File: config.mk
export PLATFORM = sky130hd
export DESIGN_NAME = btn_conditioner_flat
export DESIGN_NICKNAME = d
export VERILOG_FILES = /design/src/rtl/btn_cond_pkg.sv /design/src/rtl/btn_if.sv /design/src/rtl/btn_channel.sv /design/src/rtl/btn_conditioner.sv /design/src/flat_wrapper.sv
export SDC_FILE = /design/constraint.sdc
export NUM_CORES = 1
export LEC_CHECK = 0
export CAP_MARGIN = 20
export CELL_PAD_IN_SITES_DETAIL_PLACEMENT = 2
export CELL_PAD_IN_SITES_GLOBAL_PLACEMENT = 2
export CORE_MARGIN = 2
export CORE_UTILIZATION = 30
export DETAILED_ROUTE_END_ITERATION = 6
export DONT_BUFFER_PORTS = 1
export MAX_ROUTING_LAYER = met4
export PLACE_DENSITY = 0.62
export SLEW_MARGIN = 20
export SYNTH_ARGS = -nofsm -noshare
export SYNTH_HDL_FRONTEND = slang
export SYNTH_SLANG_ARGS = --single-unit
File: constraint.sdc
create_clock -name clk_100mhz -period 3.8 [get_ports clk_100mhz]
set_input_delay 0.38 -clock clk_100mhz [delete_from_list [all_inputs] [get_ports clk_100mhz]]
set_output_delay 0.38 -clock clk_100mhz [all_outputs]
set_load 0.01 [all_outputs]
File: src/rtl/btn_cond_pkg.sv
// Shared types for the push-button conditioner:
// per-channel state encoding and counter sizing.
package btn_cond_pkg;

  typedef enum logic [2:0] {
    IDLE,
    DEB_PRESS,
    HELD,
    REPEATING,
    DEB_RELEASE
  } btn_state_e;

  function automatic int cnt_width(
    input int unsigned a,
    input int unsigned b,
    input int unsigned c
  );
    int unsigned m;
    m = a;
    if (b > m) m = b;
    if (c > m) m = c;
    return $clog2(m + 1);
  endfunction

endpackage

File: src/rtl/btn_if.sv
// Raw pins in, conditioned levels and strobes out.
// master = conditioner side, slave = consumer side.
interface btn_if #(
  parameter int unsigned N_CH = 4
);
  logic [N_CH-1:0] btn_raw;
  logic [N_CH-1:0] btn_level;
  logic [N_CH-1:0] btn_press;
  logic [N_CH-1:0] btn_release;
  logic [N_CH-1:0] btn_repeat;
  logic [N_CH-1:0] btn_act;

  modport master (
    input  btn_raw,
    output btn_level,
    output btn_press,
    output btn_release,
    output btn_repeat,
    output btn_act
  );

  modport slave (
    output btn_raw,
    input  btn_level,
    input  btn_press,
    input  btn_release,
    input  btn_repeat,
    input  btn_act
  );
endinterface

File: src/rtl/btn_channel.sv
// One button: 2-flop sync, debounce FSM, auto-repeat.
// All outputs registered.
module btn_channel
  import btn_cond_pkg::*;
#(
  parameter int unsigned DEBOUNCE_CYCLES = 50000,
  parameter int unsigned REPEAT_DELAY    = 50000000,
  parameter int unsigned REPEAT_PERIOD   = 10000000,
  parameter bit          REPEAT_EN       = 1'b1,
  parameter bit          ACTIVE_LOW      = 1'b0
) (
  input  logic clk,
  input  logic rst,
  input  logic raw,
  output logic level,
  output logic press_stb,
  output logic release_stb,
  output logic repeat_stb,
  output logic act_stb
);

  localparam int CW = cnt_width(
    DEBOUNCE_CYCLES, REPEAT_DELAY, REPEAT_PERIOD);
  localparam logic [CW-1:0] DEB_LAST =
    CW'(DEBOUNCE_CYCLES - 1);
  localparam logic [CW-1:0] RD_LAST =
    CW'(REPEAT_DELAY - 1);
  localparam logic [CW-1:0] RP_LAST =
    CW'(REPEAT_PERIOD - 1);

  btn_state_e    state;
  logic          s1;
  logic          s2;
  logic          rep_mode;
  logic [CW-1:0] dcnt;
  logic [CW-1:0] rcnt;
  logic [CW-1:0] rcnt_inc;
  logic          pressed;
  logic          hit;

  assign pressed  = s2 ^ ACTIVE_LOW;
  assign rcnt_inc = (rcnt == '1) ? rcnt : rcnt + 1'b1;
  assign hit      = REPEAT_EN &&
    (rcnt == (rep_mode ? RP_LAST : RD_LAST));

  always_ff @(posedge clk) begin
    if (rst) begin
      s1          <= ACTIVE_LOW;
      s2          <= ACTIVE_LOW;
      state       <= IDLE;
      rep_mode    <= 1'b0;
      dcnt        <= '0;
      rcnt        <= '0;
      level       <= 1'b0;
      press_stb   <= 1'b0;
      release_stb <= 1'b0;
      repeat_stb  <= 1'b0;
      act_stb     <= 1'b0;
    end else begin
      s1          <= raw;
      s2          <= s1;
      press_stb   <= 1'b0;
      release_stb <= 1'b0;
      repeat_stb  <= 1'b0;
      act_stb     <= 1'b0;
      unique case (state)
        IDLE: begin
          if (pressed) begin
            state <= DEB_PRESS;
            dcnt  <= CW'(1);
          end
        end
        DEB_PRESS: begin
          if (!pressed) begin
            state <= IDLE;
            dcnt  <= '0;
          end else if (dcnt == DEB_LAST) begin
            state     <= HELD;
            level     <= 1'b1;
            press_stb <= 1'b1;
            act_stb   <= 1'b1;
            rep_mode  <= 1'b0;
            rcnt      <= '0;
            dcnt      <= '0;
          end else begin
            dcnt <= dcnt + 1'b1;
          end
        end
        HELD, REPEATING, DEB_RELEASE: begin
          // a bounce back to pressed resumes the held
          // state and its repeat timing in the same edge
          if (pressed) begin
            dcnt <= '0;
            if (hit) begin
              state      <= REPEATING;
              rep_mode   <= 1'b1;
              repeat_stb <= 1'b1;
              act_stb    <= 1'b1;
              rcnt       <= '0;
            end else begin
              state <= rep_mode ? REPEATING : HELD;
              rcnt  <= rcnt_inc;
            end
          end else if (state != DEB_RELEASE) begin
            state <= DEB_RELEASE;
            dcnt  <= CW'(1);
          end else if (dcnt == DEB_LAST) begin
            state       <= IDLE;
            level       <= 1'b0;
            release_stb <= 1'b1;
            dcnt        <= '0;
          end else begin
            dcnt <= dcnt + 1'b1;
          end
        end
        default: state <= IDLE;
      endcase
    end
  end

endmodule

File: src/rtl/btn_conditioner.sv
// N-channel push-button front end: one independent
// btn_channel per pin, outputs concatenated.
module btn_conditioner
  import btn_cond_pkg::*;
#(
  parameter int unsigned     N_CH            = 4,
  parameter int unsigned     DEBOUNCE_CYCLES = 50000,
  parameter int unsigned     REPEAT_DELAY    = 50000000,
  parameter int unsigned     REPEAT_PERIOD   = 10000000,
  parameter logic [N_CH-1:0] REPEAT_EN  = {N_CH{1'b1}},
  parameter logic [N_CH-1:0] ACTIVE_LOW = {N_CH{1'b0}}
) (
  input logic   clk_100mhz,
  input logic   rst_btn,
  btn_if.master btns
);

  logic [N_CH-1:0] level;
  logic [N_CH-1:0] press;
  logic [N_CH-1:0] rls;
  logic [N_CH-1:0] rpt;
  logic [N_CH-1:0] act;

  for (genvar i = 0; i < N_CH; i++) begin : g_ch
    btn_channel #(
      .DEBOUNCE_CYCLES (DEBOUNCE_CYCLES),
      .REPEAT_DELAY    (REPEAT_DELAY),
      .REPEAT_PERIOD   (REPEAT_PERIOD),
      .REPEAT_EN       (REPEAT_EN[i]),
      .ACTIVE_LOW      (ACTIVE_LOW[i])
    ) u_ch (
      .clk         (clk_100mhz),
      .rst         (rst_btn),
      .raw         (btns.btn_raw[i]),
      .level       (level[i]),
      .press_stb   (press[i]),
      .release_stb (rls[i]),
      .repeat_stb  (rpt[i]),
      .act_stb     (act[i])
    );
  end

  assign btns.btn_level   = level;
  assign btns.btn_press   = press;
  assign btns.btn_release = rls;
  assign btns.btn_repeat  = rpt;
  assign btns.btn_act     = act;

endmodule

File: src/flat_wrapper.sv
// flat-port wrapper written by rule: the top's interface ports become plain ports
module btn_conditioner_flat import btn_cond_pkg::*;
#(
  parameter int unsigned     N_CH            = 4,
  parameter int unsigned     DEBOUNCE_CYCLES = 50000,
  parameter int unsigned     REPEAT_DELAY    = 50000000,
  parameter int unsigned     REPEAT_PERIOD   = 10000000,
  parameter logic [N_CH-1:0] REPEAT_EN  = {N_CH{1'b1}},
  parameter logic [N_CH-1:0] ACTIVE_LOW = {N_CH{1'b0}}
)
  (clk_100mhz, rst_btn, btns_btn_raw, btns_btn_level, btns_btn_press, btns_btn_release, btns_btn_repeat, btns_btn_act);
  btn_if #(.N_CH(N_CH)) btns_i ();
  input logic clk_100mhz;
  input logic rst_btn;
  input wire logic [$bits(btns_i.btn_raw)-1:0] btns_btn_raw;
  output wire logic [$bits(btns_i.btn_level)-1:0] btns_btn_level;
  output wire logic [$bits(btns_i.btn_press)-1:0] btns_btn_press;
  output wire logic [$bits(btns_i.btn_release)-1:0] btns_btn_release;
  output wire logic [$bits(btns_i.btn_repeat)-1:0] btns_btn_repeat;
  output wire logic [$bits(btns_i.btn_act)-1:0] btns_btn_act;
  assign btns_i.btn_raw = btns_btn_raw;
  assign btns_btn_level = btns_i.btn_level;
  assign btns_btn_press = btns_i.btn_press;
  assign btns_btn_release = btns_i.btn_release;
  assign btns_btn_repeat = btns_i.btn_repeat;
  assign btns_btn_act = btns_i.btn_act;
  btn_conditioner #(.N_CH(N_CH), .DEBOUNCE_CYCLES(DEBOUNCE_CYCLES), .REPEAT_DELAY(REPEAT_DELAY), .REPEAT_PERIOD(REPEAT_PERIOD), .REPEAT_EN(REPEAT_EN), .ACTIVE_LOW(ACTIVE_LOW)) u_core (.clk_100mhz(clk_100mhz), .rst_btn(rst_btn), .btns(btns_i));
endmodule
==> impl.org, run 1 <==
** Final layout
- Storage element area :: 5040 um2
- In the final layout, the multi-input gates occupy 7560 um2.
- Syn-to-layout area delta :: 14.3%
- After the last flow step, the layout net total stands at 1669.
- The filler cells instantiated in the layout total 4952.
- The number of antenna diodes in the final layout is 0.
- Cells with a size suffix above 1 make up 8.03% of the layout.

** Timing
- Share of the clock period used by the worst path after layout :: 84.1%
- The final-report hold violation count was 0.
- Hold timing on the final database bottoms out at a slack of 0.111 ns.
- Setup repair after global routing left no endpoint under its margin.
- Setup violations remaining at the end of the flow were counted as 0.
- Static timing analysis puts the maximum clock frequency at 313 MHz.
- After routing, the total negative slack on setup checks comes to 0 ns.
- For the pin with the worst max-slew slack, the measured transition is 0.986 ns.
- After layout, the minimum clock period comes to 3.19 ns.
- Relative max-transition margin :: 33.6%
- On the final layout, the worst clock skew is 0.0157 ns.
- The number of slew-limit violations in the final report is 0.

** Floorplanning
- Measured along the x axis, the die boundary spans 214 um.
- The floorplan step defined a die boundary enclosing 45800 um2.
- Row generation in the floorplan step produced 76 rows.
- Once the floorplan was initialized, standard cells occupied 30.6% of the core.
- Core region area :: 43300 um2
- During I/O placement, the number of pins put on the boundary was 26.
- Chip height :: 214 um

** Synth
- Sequential elements use 38.1% of the synthesized area.
- Summed over its instances, the top area cell type makes up 38.1% of the synthesized netlist area.
- Among all flip-flop cells after synthesis, the most frequent one is sky130_fd_sc_hd__dfxtp_1.
- Synthesis produced a netlist with a net count of 1691.
- Syn avg cell area :: 7.89 um2
- The biggest area contributor in the post-synthesis netlist is sky130_fd_sc_hd__dfxtp_1.
- The number of different library cells used by synthesis comes to 81.
- Summing every instance area after synthesis gives 13200 um2.
- Synthesis produced 1677 cells.
- Count of flip-flops with a built-in enable after synthesis :: 0
- In the synthesized netlist, the cells that appear most often are sky130_fd_sc_hd__dfxtp_1, sky130_fd_sc_hd__nor2_1, sky130_fd_sc_hd__nand2_1.
- Yosys instantiated no cell more often than sky130_fd_sc_hd__dfxtp_1.
- After synthesis, the share of flip-flops with an asynchronous set or reset is 0%.
- In this run, synthesis produced a sequential element count of 252.
- During synthesis, Yosys emitted a total of 0 warnings.
- Area contributors post-synth :: sky130_fd_sc_hd__dfxtp_1, sky130_fd_sc_hd__nor2_1, sky130_fd_sc_hd__nand2_1, sky130_fd_sc_hd__a21oi_1, sky130_fd_sc_hd__o21ai_0

** Clock tree
- In this run, CTS created clock tree buffers numbering 35.
- Clock tree sinks :: 252
- At the later pin of the worst-skew pair, clock insertion delay measures 0.54 ns.
- The longest clock path from root to sink contains 3 buffers.
- Clock tree from TritonCTS :: yes
- Post_cts resized :: 0
- Setup bufs post-CTS :: 0
- The clock tree synthesis step divided the H-tree into 2 levels.
- After clock tree synthesis, the clock-pin slew on the worst setup and hold paths is 0.06 ns.
- Clock tree synthesis selected as its root buffer the cell sky130_fd_sc_hd__clkbuf_16.
- Hold bufs inserted after CTS :: 6

** Critical path
- Launching element type of the critical path :: flop
- For the worst setup path, the data required time is 4.27 ns.
- Arrival @ worst endpoint :: 3.66 ns
- Crit end category :: flop
- Along the worst path, the maximum fanout reaches 26.
- Critical path class :: flop to flop

** Detailed routing
- Final ANT Viol Nets :: 0
- In the routed design, unresolved DRC markers number 0.
- After detailed routing, the total wire length is 42.8 mm.
- After detailed routing, the number of vias per cell comes to 5.55.
- Number of violations reported at the end of detailed-routing iteration 0 :: 421
- The first TritonRoute pass finished after 4 iterations.
- After detailed routing, the average wire length per cell comes to 18.9 um.
- Via count :: 12569

** Place
- Routability-driven placement finished with a final weighted congestion of 0.793.
- Detailed placement ended at an HPWL of 29.0 mm.
- Number of I/O port buffers :: 0

** GRT
- The initial antenna violation count is 2.
- Entering global routing, the biggest net connects 56 pins.
- First-pass GRT wire length :: 71.3 mm
- Vias in the first global route :: 13243
- In the global route stage, overall resource usage came out at 19.1%.
- GRT overflow :: 0

** Run status
- The run finished with clean final reports.

** Power and ir drop
- Ratio of total power to cell area :: 426 nW/um2
- For this design the static power due to leakage is 4.77 nW.
- Worst IR drop on VDD :: 0.295 mV

** Min path
- The tightest min-delay check is of the input port to flop type.

** Run
- Max-cap violations in this run came to 0.
==> worst max-delay path, stage by stage (launching register included) <==
cell	delay (ns)
sky130_fd_sc_hd__dfxtp_1	0.45
sky130_fd_sc_hd__ha_1	0.32
sky130_fd_sc_hd__or4b_1	0.50
sky130_fd_sc_hd__or4_4	0.57
sky130_fd_sc_hd__o31ai_4	0.35
sky130_fd_sc_hd__nand2_4	0.27
sky130_fd_sc_hd__or4_1	0.53
sky130_fd_sc_hd__a21oi_1	0.13
==> cells in the final DEF (no fill, tap or decap), types with 7 or more instances in the layout <==
cell type                   synthesis  layout
sky130_fd_sc_hd__dfxtp_1          252     252
sky130_fd_sc_hd__nor2_1           178     178
sky130_fd_sc_hd__nand2_1          150     150
sky130_fd_sc_hd__a21oi_1           92      92
sky130_fd_sc_hd__o21ai_0           89      89
sky130_fd_sc_hd__nor3_1            88      88
sky130_fd_sc_hd__nand3_1           84      84
sky130_fd_sc_hd__nor4_1            56      56
sky130_fd_sc_hd__nand4_1           52      52
sky130_fd_sc_hd__xnor2_1           48      48
sky130_fd_sc_hd__inv_1             47      46
sky130_fd_sc_hd__and3_1            37      37
sky130_fd_sc_hd__clkbuf_16          0      37
sky130_fd_sc_hd__or3_1             35      35
sky130_fd_sc_hd__buf_4             20      33
sky130_fd_sc_hd__xor2_1            28      28
sky130_fd_sc_hd__o31ai_1           23      23
sky130_fd_sc_hd__or4_1             21      21
sky130_fd_sc_hd__or2_2             20      20
sky130_fd_sc_hd__a211oi_1          20      20
sky130_fd_sc_hd__a31oi_1           19      19
sky130_fd_sc_hd__and2_1            18      18
sky130_fd_sc_hd__and4_1            17      17
sky130_fd_sc_hd__nor2b_1           13      13
sky130_fd_sc_hd__nand3b_1          12      12
sky130_fd_sc_hd__o211ai_1          12      12
sky130_fd_sc_hd__nor4b_1           11      11
sky130_fd_sc_hd__clkbuf_8           0      10
sky130_fd_sc_hd__nand2b_1           8       8
sky130_fd_sc_hd__a221o_1            8       8
sky130_fd_sc_hd__ha_1               8       8
sky130_fd_sc_hd__o21a_1             7       7
sky130_fd_sc_hd__a21o_1             7       7
==> metal layers <==
| layer | GRT usage [%] | wire, um | up-vias | share of wire, % |
|---|---|---|---|---|
| met2 | 31.2 | 20100 | 111 | 47 |
| met1 | 24.7 | 20800 | 6274 | 49 |
| met5 | - | 0 | - | 0 |
| li1 | - | - | 6129 | - |
| met3 | 3.12 | 1210 | 55 | 2.8 |
| met4 | 4.64 | 767 | 0 | 1.8 |
==> registers in the layout (all words and copies together), names as in the netlist <==
name and cells:
u_core.g_ch.u_ch.press_stb 4, u_core.g_ch.u_ch.state 12, u_core.g_ch.u_ch.rcnt 104, u_core.g_ch.u_ch.release_stb 4
u_core.g_ch.u_ch.s1 4, u_core.g_ch.u_ch.level 4, u_core.g_ch.u_ch.rep_mode 4, u_core.g_ch.u_ch.act_stb 4
u_core.g_ch.u_ch.repeat_stb 4, u_core.g_ch.u_ch.pressed 4, u_core.g_ch.u_ch.dcnt 104
==> worst paths after layout <==
kind,start,end,slack [ns],cells past startpoint
setup reg to reg,u_core.g_ch[1].u_ch.dcnt[0]$_SDFFE_PP0P_,u_core.g_ch[1].u_ch.rcnt[6]$_SDFFE_PP0P_,0.61,7
hold reg to reg,u_core.g_ch[0].u_ch.s1$_SDFF_PP0_,u_core.g_ch[0].u_ch.pressed$_SDFF_PP0_,0.44,1
hold / removal,rst_btn,u_core.g_ch[2].u_ch.repeat_stb$_SDFF_PP0_,0.11,2
setup / recovery,u_core.g_ch[1].u_ch.dcnt[0]$_SDFFE_PP0P_,u_core.g_ch[1].u_ch.rcnt[6]$_SDFFE_PP0P_,0.61,7
==> where the power goes <==
group	leakage (nW)	internal [mW]	total (mW)	switching [mW]
clock	0.635	2.37	3.65	1.28
combinational	2.10	0.0350	0.127	0.0923
sequential	2.03	2.65	2.67	0.0172
total	4.77	5.06	6.45	1.39
==> logic make-up after synthesis <==
group           after synthesis  share of synthesized area (%)
compound gates              345                           16.8
fa+ha+maj                     8                          0.756
buf+inv                     145                           4.77
simple gates                844                           33.9
xor+xnor                     76                           5.03
flops                       252                           38.1
mux                           7                          0.548
==> area by class of cell <==
type / count / share of cell area (%)
clock inverter: 10 / 1.32
timing repair buffer: 39 / 2.15
sequential: 252 / 33.4
inverter: 47 / 1.17
tap: 585 / 4.84
clock buffer: 53 / 7.18
multi-input combinational: 1280 / 50.0
==> stage by stage <==
| step | setup slack (ns) | utilization, % | std cells | total power [mW] | instance area, um2 |
|---|---|---|---|---|---|
| after global routing | 0.440 | 35.0 | 2266 | 6.71 | 15100 |
| after CTS | 0.578 | 35.0 | 2266 | 6.60 | 15100 |
| final | 0.605 | 35.0 | 2266 | 6.45 | 15100 |
| after global placement | 0.687 | 31.8 | 2197 | 2.83 | 13800 |
| after floorplan | 1.11 | - | 1677 | 2.81 | 13200 |
| after detailed placement | 0.618 | 31.8 | 2197 | 2.84 | 13800 |
Power figures use the tool's default switching activity.
==> run 2: changes to the inputs <==
--- a/config.mk
+++ b/config.mk
@@ -13,7 +13,7 @@
 export DETAILED_ROUTE_END_ITERATION = 6
 export DONT_BUFFER_PORTS = 1
 export MAX_ROUTING_LAYER = met4
-export PLACE_DENSITY = 0.62
+export PLACE_DENSITY = 0.65
 export SLEW_MARGIN = 20
 export SYNTH_ARGS = -nofsm -noshare
 export SYNTH_HDL_FRONTEND = slang
==> constraint.sdc (replaced) <==
create_clock -name clk_100mhz -period 2.9 [get_ports clk_100mhz]
set_input_delay 0.29 -clock clk_100mhz [delete_from_list [all_inputs] [get_ports clk_100mhz]]
set_output_delay 0.29 -clock clk_100mhz [all_outputs]
set_load 0.01 [all_outputs]
==> impl.org, run 2 (same netlist as run 1, synthesis figures left out) <==
** Run status
- The flow ran to the end, and the final reports show no timing, DRC or antenna violations.

** Power and ir drop
- The proportion of power drawn by the clock network came to 52.4% (-4.2 points).
- The peak supply drop was 0.338 mV (+15%).
- The fraction of power spent switching nets was 22.6% (+1.1 points).
- Net Switching :: 1.75 mW (+26%)
- The fraction of power consumed by sequential logic was 45.2% (+3.8 points).
- Leakage power :: 4.94 nW (+3.6%)
- The cell-internal power is 5.98 mW (+18%).
- The combinational fraction of design power is 2.4% (+0.4 points).
- The power density over cell area was 504 nW/um2 (+18%).

** GRT
- The total congestion overflow is 0 (unchanged).
- The initial antenna violation count was 0 (-2).
- Total routing resource utilization after global routing :: 19.7% (+0.56 points)
- met2 is the most crowded layer.
- The pin count of the biggest net entering global routing was 57 (+1.8%).
- First-pass GRT wire length :: 73.5 mm (+3.2%)
- The number of global-route vias before repair was 13669 (+3.2%).
- GRT met2 Usage :: 32.3% (+1.0 points)
- Met1 Resource Use GR :: 25.6% (+0.89 points)
- GR met3 Demand/Resource :: 3.02% (-0.099 points)

** Clock tree
- Clock slew seen by the registers of the worst setup and hold paths :: 0.06 ns (about the same)
- Clock tree root driver cell :: sky130_fd_sc_hd__clkbuf_16
- The buffer levels on the longest clock path is 3 (unchanged).
- Clock tree sinks :: 252 (unchanged)
- TritonCTS built the clock tree.
- The H-tree depth reported by CTS came to 2 (unchanged).
- The number of buffers created by CTS was 34 (-2.9%).
- The clock latency on the worst-skew pair is 0.54 ns (about the same).

** Timing
- Setup repair after global routing left no endpoint under its margin.
- Relative max-transition margin :: 38.0% (+4.4 points)
- The final clock skew was 0.0210 ns (+0.00529 ns).
- The smallest setup slack after layout was 0.185 ns (-0.420 ns).
- The number of slew-limit violations in the final report is 0 (unchanged).
- Minimum period implied by the final worst setup slack :: 2.72 ns (-0.480 ns)
- Final sum of negative setup slack :: 0 ns (unchanged)
- Slew @ Worst Pin :: 0.926 ns (-0.0605 ns)
- The maximum frequency from static timing analysis was 368 MHz (+18%).
- The final-report hold violation count was 0 (unchanged).
- The final setup violation count was 0 (unchanged).
- The final critical-path share of the clock period came to 93.6% (+9.5 points).

** Min path
- Hold crit path type :: input port to flop

** Place
- Global placement routability congestion :: 0.822 (+3.8%)
- Number of I/O port buffers :: 0 (unchanged)
- Placed inst area :: 14200 um2 (+3.1%)
- The half-perimeter wire length after detailed placement came to 30.0 mm (+3.6%).
- The worst slack at placement was 0.139 ns (-0.480 ns).

** Floorplanning
- Row cnt :: 76 (unchanged)
- The height of the chip came to 214 um (unchanged).
- The floorplan die width is 214 um (unchanged).
- Core region area :: 43300 um2 (unchanged)
- The die outline area was 45800 um2 (unchanged).
- Count of pins on the block boundary :: 26 (unchanged)
- The effective utilization at floorplan came to 30.6% (unchanged).

** Critical path
- On the critical path, the stage with the largest delay is an instance of sky130_fd_sc_hd__or4_1.
- The critical path arrival is 3.11 ns (-0.55 ns).
- Critical path class :: flop to flop
- The worst-path maximum fanout is 8 (-69%).
- The maximum single-stage delay on the critical path is 0.58 ns (about the same).
- The cell family contributing the most delay on the critical path is simple AND/OR/NAND/NOR gates.
- Worst path cell trace :: ha_1 > nand3_1 > or3_1 > or4_1 > o21a_1 > buf_4 > nand2_1 > o211ai_1
- The data required time at the worst endpoint came to 3.30 ns (-0.97 ns).
- Crit end category :: flop
- Buf/Inv on CP :: 1 (+1)
- Launching element type of the critical path :: flop

** Detailed routing
- The length of the first detailed-routing pass in iterations is 4 (unchanged).
- The number of design rule violations left after detail routing came to 0 (unchanged).
- The average via count per standard cell came to 5.56 (+0.17%).
- Via count :: 12874 (+2.4%)
- The routed wire length is 43.8 mm (+2.3%).
- Final ANT Viol Nets :: 0 (unchanged)
- Number of violations reported at the end of detailed-routing iteration 0 :: 466 (+11%)
- Routed length per placed instance :: 18.9 um (about the same)

** Final layout
- From synthesis to final layout, the design area changed by 15.9%.
- Nets :: 1725 (+3.4%)
- The core utilization of the finished layout was 35.4% (+0.49 points).
- Leaving out fill and tap cells, the most frequent cells in the layout are sky130_fd_sc_hd__dfxtp_1, sky130_fd_sc_hd__nor2_1, sky130_fd_sc_hd__nand2_1.
- Leading cell type in the layout, fill and taps excluded :: sky130_fd_sc_hd__dfxtp_1
- Area of all placed cells without fillers :: 15300 um2 (+1.4%)
- The proportion of layout cells with a drive suffix above 1 came to 10.7% (+2.7 points).
- Largest registers :: u_core.g_ch.u_ch.dcnt: 104 flops, u_core.g_ch.u_ch.rcnt: 104 flops, u_core.g_ch.u_ch.state: 12 flops
- Total inserted antenna cells :: 0 (unchanged)

** Run
- The max-capacitance violation count came to 0 (unchanged).
-- run 2: cell count changes in the layout (fill, tap and decap cells not counted), moves of 2 or more --
cell,previous run,this run
sky130_fd_sc_hd__buf_4,33,90
sky130_fd_sc_hd__bufinv_16,6,1
sky130_fd_sc_hd__clkbuf_1,6,10
sky130_fd_sc_hd__clkbuf_16,37,35
sky130_fd_sc_hd__clkbuf_8,10,6
sky130_fd_sc_hd__nor3_1,88,86
sky130_fd_sc_hd__nor3_2,1,3
-- run 2: area by class of cell --
cell class	instances	area, um2
clock inverters	6	58.8
repair buffers	96	753
multi-input cells	1280	7570
flip-flops and latches	252	5040
inverters	47	176
well taps	585	732
clock buffers	51	996
fillers	4980	27900
-- run 2: power groups by stage --
stage / Clock [mW] / Sequential, mW / Combinational (mW)
6_report: 4.05 / 3.50 / 0.185
5_1_grt: 4.34 / 3.50 / 0.208
4_1_cts: 4.21 / 3.50 / 0.191
3_5_place_dp: 0 / 3.57 / 0.161
3_3_place_gp: 0 / 3.57 / 0.156
2_1_floorplan: 0 / 3.56 / 0.120
-- run 2: what timing repair did --
action | in CTS | in global routing
hold buffers | 6 | 0
gates resized for setup | 0 | 3
hold endpoints to repair | 56 | 0
setup endpoints to repair | 0 | 5
buffers inserted | 0 | 0
-- run 2: through the flow --
| stage | power, mW | instances | hold slack, ns |
|---|---|---|---|
| final | 7.73 | 2317 | 0.0426 |
| after global routing | 8.05 | 2317 | 0.0378 |
| after CTS | 7.89 | 2317 | 0.00153 |
| after detailed placement | 3.73 | 2254 | 0.377 |
| after global placement | 3.73 | 2254 | 0.376 |
| after floorplan | 3.68 | 1677 | 0.414 |
-- run 2: worst paths after layout --
path	from	to	slack [ns]	cells past startpoint
max	u_core.g_ch[0].u_ch.rcnt[0]$_SDFFE_PP0P_	u_core.g_ch[0].u_ch.rcnt[17]$_SDFFE_PP0P_	0.18	8
min	rst_btn	u_core.g_ch[2].u_ch.rcnt[7]$_SDFFE_PP0P_	0.04	3
max reg2reg	u_core.g_ch[0].u_ch.rcnt[0]$_SDFFE_PP0P_	u_core.g_ch[0].u_ch.rcnt[17]$_SDFFE_PP0P_	0.18	8
min reg2reg	u_core.g_ch[1].u_ch.s1$_SDFF_PP0_	u_core.g_ch[1].u_ch.pressed$_SDFF_PP0_	0.45	1
-- run 2: routing by layer --
metal  routed length (um)  share of wire (%)
met3                 1030                2.4
met2                20700                 47
met5                    0                  0
met1                21300                 49
met4                  767                1.8
-- run 2: worst min-delay path, stage by stage --
cell and delay (ns):
sky130_fd_sc_hd__nor4_1 0.03, sky130_fd_sc_hd__o21ai_0 0.12, sky130_fd_sc_hd__o21ai_0 0.08
==> run 3: changes to the inputs <==
--- a/config.mk
+++ b/config.mk
@@ -11,9 +11,8 @@
 export CORE_MARGIN = 2
 export CORE_UTILIZATION = 30
 export DETAILED_ROUTE_END_ITERATION = 6
-export DONT_BUFFER_PORTS = 1
 export MAX_ROUTING_LAYER = met4
-export PLACE_DENSITY = 0.65
+export PLACE_DENSITY = 0.63
 export SLEW_MARGIN = 20
 export SYNTH_ARGS = -nofsm -noshare
 export SYNTH_HDL_FRONTEND = slang
==> constraint.sdc (replaced) <==
create_clock -name clk_100mhz -period 2.5 [get_ports clk_100mhz]
set_input_delay 0.25 -clock clk_100mhz [delete_from_list [all_inputs] [get_ports clk_100mhz]]
set_output_delay 0.25 -clock clk_100mhz [all_outputs]
set_load 0.01 [all_outputs]
==> impl.org, run 3 (same netlist as run 1, synthesis figures left out) <==
** Detailed routing
- Sum of routed wire segments on met1 :: 21.7 mm (+1.8%)
- The number of design rule violations left after detail routing is 0 (unchanged).
- Number of violations reported at the end of detailed-routing iteration 0 :: 506 (+8.6%)
- The number of nets with antenna violations after detailed routing came to 0 (unchanged).
- Avg Vias per Cell :: 5.44 (-2.0%)
- Via count :: 13353 (+3.7%)
- Met3 wire length :: 1.05 mm (+1.8%)
- The length of the first detailed-routing pass in iterations is 5 (+1).
- The routed wire length on met2 came to 22.4 mm (+8.2%).
- The highest layer touched by signal routing is met4.
- Routed length per placed instance :: 18.7 um (-0.97%)
- Routed wire length :: 45.9 mm (+4.8%)

** Final layout
- Commonest non-fill, non-tap cells in the layout :: sky130_fd_sc_hd__dfxtp_1, sky130_fd_sc_hd__buf_4, sky130_fd_sc_hd__nor2_1
- Compared with the post-synthesis result, the final layout area differs by 26.1%.
- The proportion of layout cells with a drive suffix above 1 came to 17.9% (+7.2 points).
- The core utilization of the finished layout was 38.6% (+3.1 points).
- In the final layout, the registers with the most flip-flops are u_core.g_ch.u_ch.dcnt: 104 flops, u_core.g_ch.u_ch.rcnt: 104 flops, u_core.g_ch.u_ch.state: 12 flops.
- The post-route standard cell area excluding fillers was 16700 um2 (+8.9%).
- The final cell count without fillers came to 2453 (+5.9%).
- Nets :: 1857 (+7.7%)
- The number of antenna cells inserted came to 0 (unchanged).
- The count of fill cells added during filler insertion is 4903 (-1.5%).
- Leading cell type in the layout, fill and taps excluded :: sky130_fd_sc_hd__dfxtp_1

** Timing
- The maximum frequency from static timing analysis was 401 MHz (+8.9%).
- The final clock skew was 0.0119 ns (-0.00906 ns).
- The final period demand of the worst path was 2.49 ns (-0.223 ns).
- The final critical-path share of the clock period came to 99.7% (+6.1 points).
- The final setup violation count was 0 (unchanged).
- Least setup slack across all paths after layout :: 0.00758 ns (-0.177 ns)
- The final hold slack came to 0.119 ns (+0.0768 ns).
- Pins Over Slew Limit :: 0 (unchanged)
- Setup repair after global routing missed its margin :: yes
- Slew @ Worst Pin :: 0.740 ns (-0.186 ns)
- Final sum of negative setup slack :: 0 ns (unchanged)
- The worst-case headroom to the max-slew limit was 50.2% (+12 points).
- The final-report hold violation count was 0 (unchanged).

** Floorplanning
- Core region area :: 43300 um2 (unchanged)
- The floorplan die width is 214 um (unchanged).
- Row cnt :: 76 (unchanged)
- The die outline area was 45800 um2 (unchanged).
- Chip height :: 214 um (unchanged)
- The effective utilization at floorplan came to 30.6% (unchanged).
- Count of pins on the block boundary :: 26 (unchanged)

** Critical path
- The cell that appears most often on the critical path is sky130_fd_sc_hd__or4_4.
- Endpoint of the lowest-slack register-to-register path :: u_core.g_ch[1].u_ch.rcnt[6]$_SDFFE_PP0P_
- Critical-path top delay cell :: sky130_fd_sc_hd__or4_4
- In this run the critical register-to-register path is launched from u_core.g_ch[1].u_ch.dcnt[1]$_SDFFE_PP0P_.
- The critical path ends at u_core.g_ch[1].u_ch.rcnt[6]$_SDFFE_PP0P_.
- Biggest cell delay along the critical path :: 0.52 ns (-0.06 ns)
- Data required, critical path :: 2.96 ns (-0.34 ns)
- Critical path origin :: u_core.g_ch[1].u_ch.dcnt[1]$_SDFFE_PP0P_
- Arrival @ worst endpoint :: 2.95 ns (-0.16 ns)
- Total number of cells along the worst setup path :: 7 (-1)
- Buf/Inv on CP :: 0 (-1)
- The worst-path maximum fanout was 3 (-5).
- Worst R2R Setup Slack :: 0.008 ns (-0.18 ns)
- Launching element type of the critical path :: flop
- Broken down by cell family, the worst path's largest delay share belongs to simple AND/OR/NAND/NOR gates.
- The number of cells on the worst reg-to-reg path came to 7 (-1).
- Critical path class :: flop to flop
- Crit end category :: flop
- Walking the worst path, the cells encountered are ha_4 > or4b_4 > or4_4 > o31ai_4 > nand2_4 > or4_4 > a21oi_2.

** Run
- Max-cap violation count :: 0 (unchanged)

** Place
- The total cell area at the placement stage was 15400 um2 (+8.2%).
- The number of instances in the placed design was 2387 (+5.9%).
- Placement-stage worst setup slack :: -0.0325 ns (-0.171 ns)
- The routability congestion estimate came to 0.824 (+0.18%).
- DP Wirelength :: 32.5 mm (+8.3%)
- Number of I/O port buffers :: 25 (+25)

** GRT
- The first-pass GRT wire length is 75.9 mm (+3.2%).
- Total routing resource utilization after global routing :: 20.3% (+0.66 points)
- Maximum number of pins on one net before global-route repair :: 40 (-30%)
- Antenna violations before repair :: 0 (unchanged)
- The number of global-route vias before repair came to 14316 (+4.7%).
- The total congestion overflow was 0 (unchanged).

** Clock tree
- The hold buffer count at cts is 0 (-6).
- The clock transition at the register clock pins on the worst setup and hold paths after CTS is 0.06 ns (about the same).
- Number of buffers between clock root and the deepest sink :: 3 (unchanged)
- The clock sink count was 252 (unchanged).
- Number of buffers created by CTS :: 35 (+2.9%)
- TritonCTS built the clock tree.
- The cell sitting at the root of the clock tree is a sky130_fd_sc_hd__clkbuf_16.
- Clk_lat worst skew :: 0.54 ns (about the same)
- The H-tree depth reported by CTS came to 2 (unchanged).

** Power and ir drop
- The leakage power is 5.66 nW (+14%).
- Worst IR drop on VDD :: 0.475 mV (+40%)
- The power after layout is 9.19 mW (+19%).
- The power density over cell area is 550 nW/um2 (+9.2%).

** Min path
- Hold crit path type :: input port to flop

** Run status
- The run finished with clean final reports.
==> run 3: cell count changes in the layout (fill, tap and decap cells not counted), sizes merged <==
cell	before	now
buf	91	202
bufinv	1	0
clkbuf	51	60
clkdlybuf4s50	0	24
clkinv	4	3
clkinvlp	0	1
dlygate4sd3	5	0
inv	48	46
==> run 3: cell type report <==
cell class	instances	area, um2	area share [%]
inverters	47	176	1.06
clock inverters	3	17.5	0.105
multi-input cells	1280	7780	46.6
flip-flops and latches	252	5050	30.3
repair buffers	227	1840	11.0
clock buffers	59	1100	6.58
well taps	585	732	4.38
==> run 3: worst min-delay path by stage <==
| stage | slack (ns) | to | from | cells after the start |
|---|---|---|---|---|
| after floorplan | 0.38 | u_core.g_ch[0].u_ch.s1$_SDFF_PP0_ | btns_btn_raw[0] | 1 |
| after global placement | 0.42 | u_core.g_ch[3].u_ch.pressed$_SDFF_PP0_ | u_core.g_ch[3].u_ch.s1$_SDFF_PP0_ | 1 |
| after detailed placement | 0.43 | u_core.g_ch[0].u_ch.pressed$_SDFF_PP0_ | u_core.g_ch[0].u_ch.s1$_SDFF_PP0_ | 1 |
| after CTS | 0.09 | u_core.g_ch[0].u_ch.pressed$_SDFF_PP0_ | rst_btn | 2 |
| after global routing | 0.14 | u_core.g_ch[2].u_ch.s1$_SDFF_PP0_ | rst_btn | 2 |
| final | 0.12 | u_core.g_ch[2].u_ch.s1$_SDFF_PP0_ | rst_btn | 2 |
==> run 3: timing repair <==
action / CTS / global route
pin swaps: 1 / 6
endpoints found under the setup margin: 18 / 104
resized for setup: 4 / 38
cloned: 0 / 1
setup buffers: 0 / 3
==> run 3: per-layer routing <==
layer / GRT usage [%] / vias up
li1: - / 6501
met1: 25.5 / 6688
met2: 34.7 / 109
met3: 2.31 / 55
met4: 5.34 / 0
met5: - / -
==> run 3: report_power, final <==
| part | internal [mW] | switching (mW) |
|---|---|---|
| logic | 0.0936 | 0.171 |
| registers | 4.03 | 0.0152 |
| clock network | 2.97 | 1.90 |
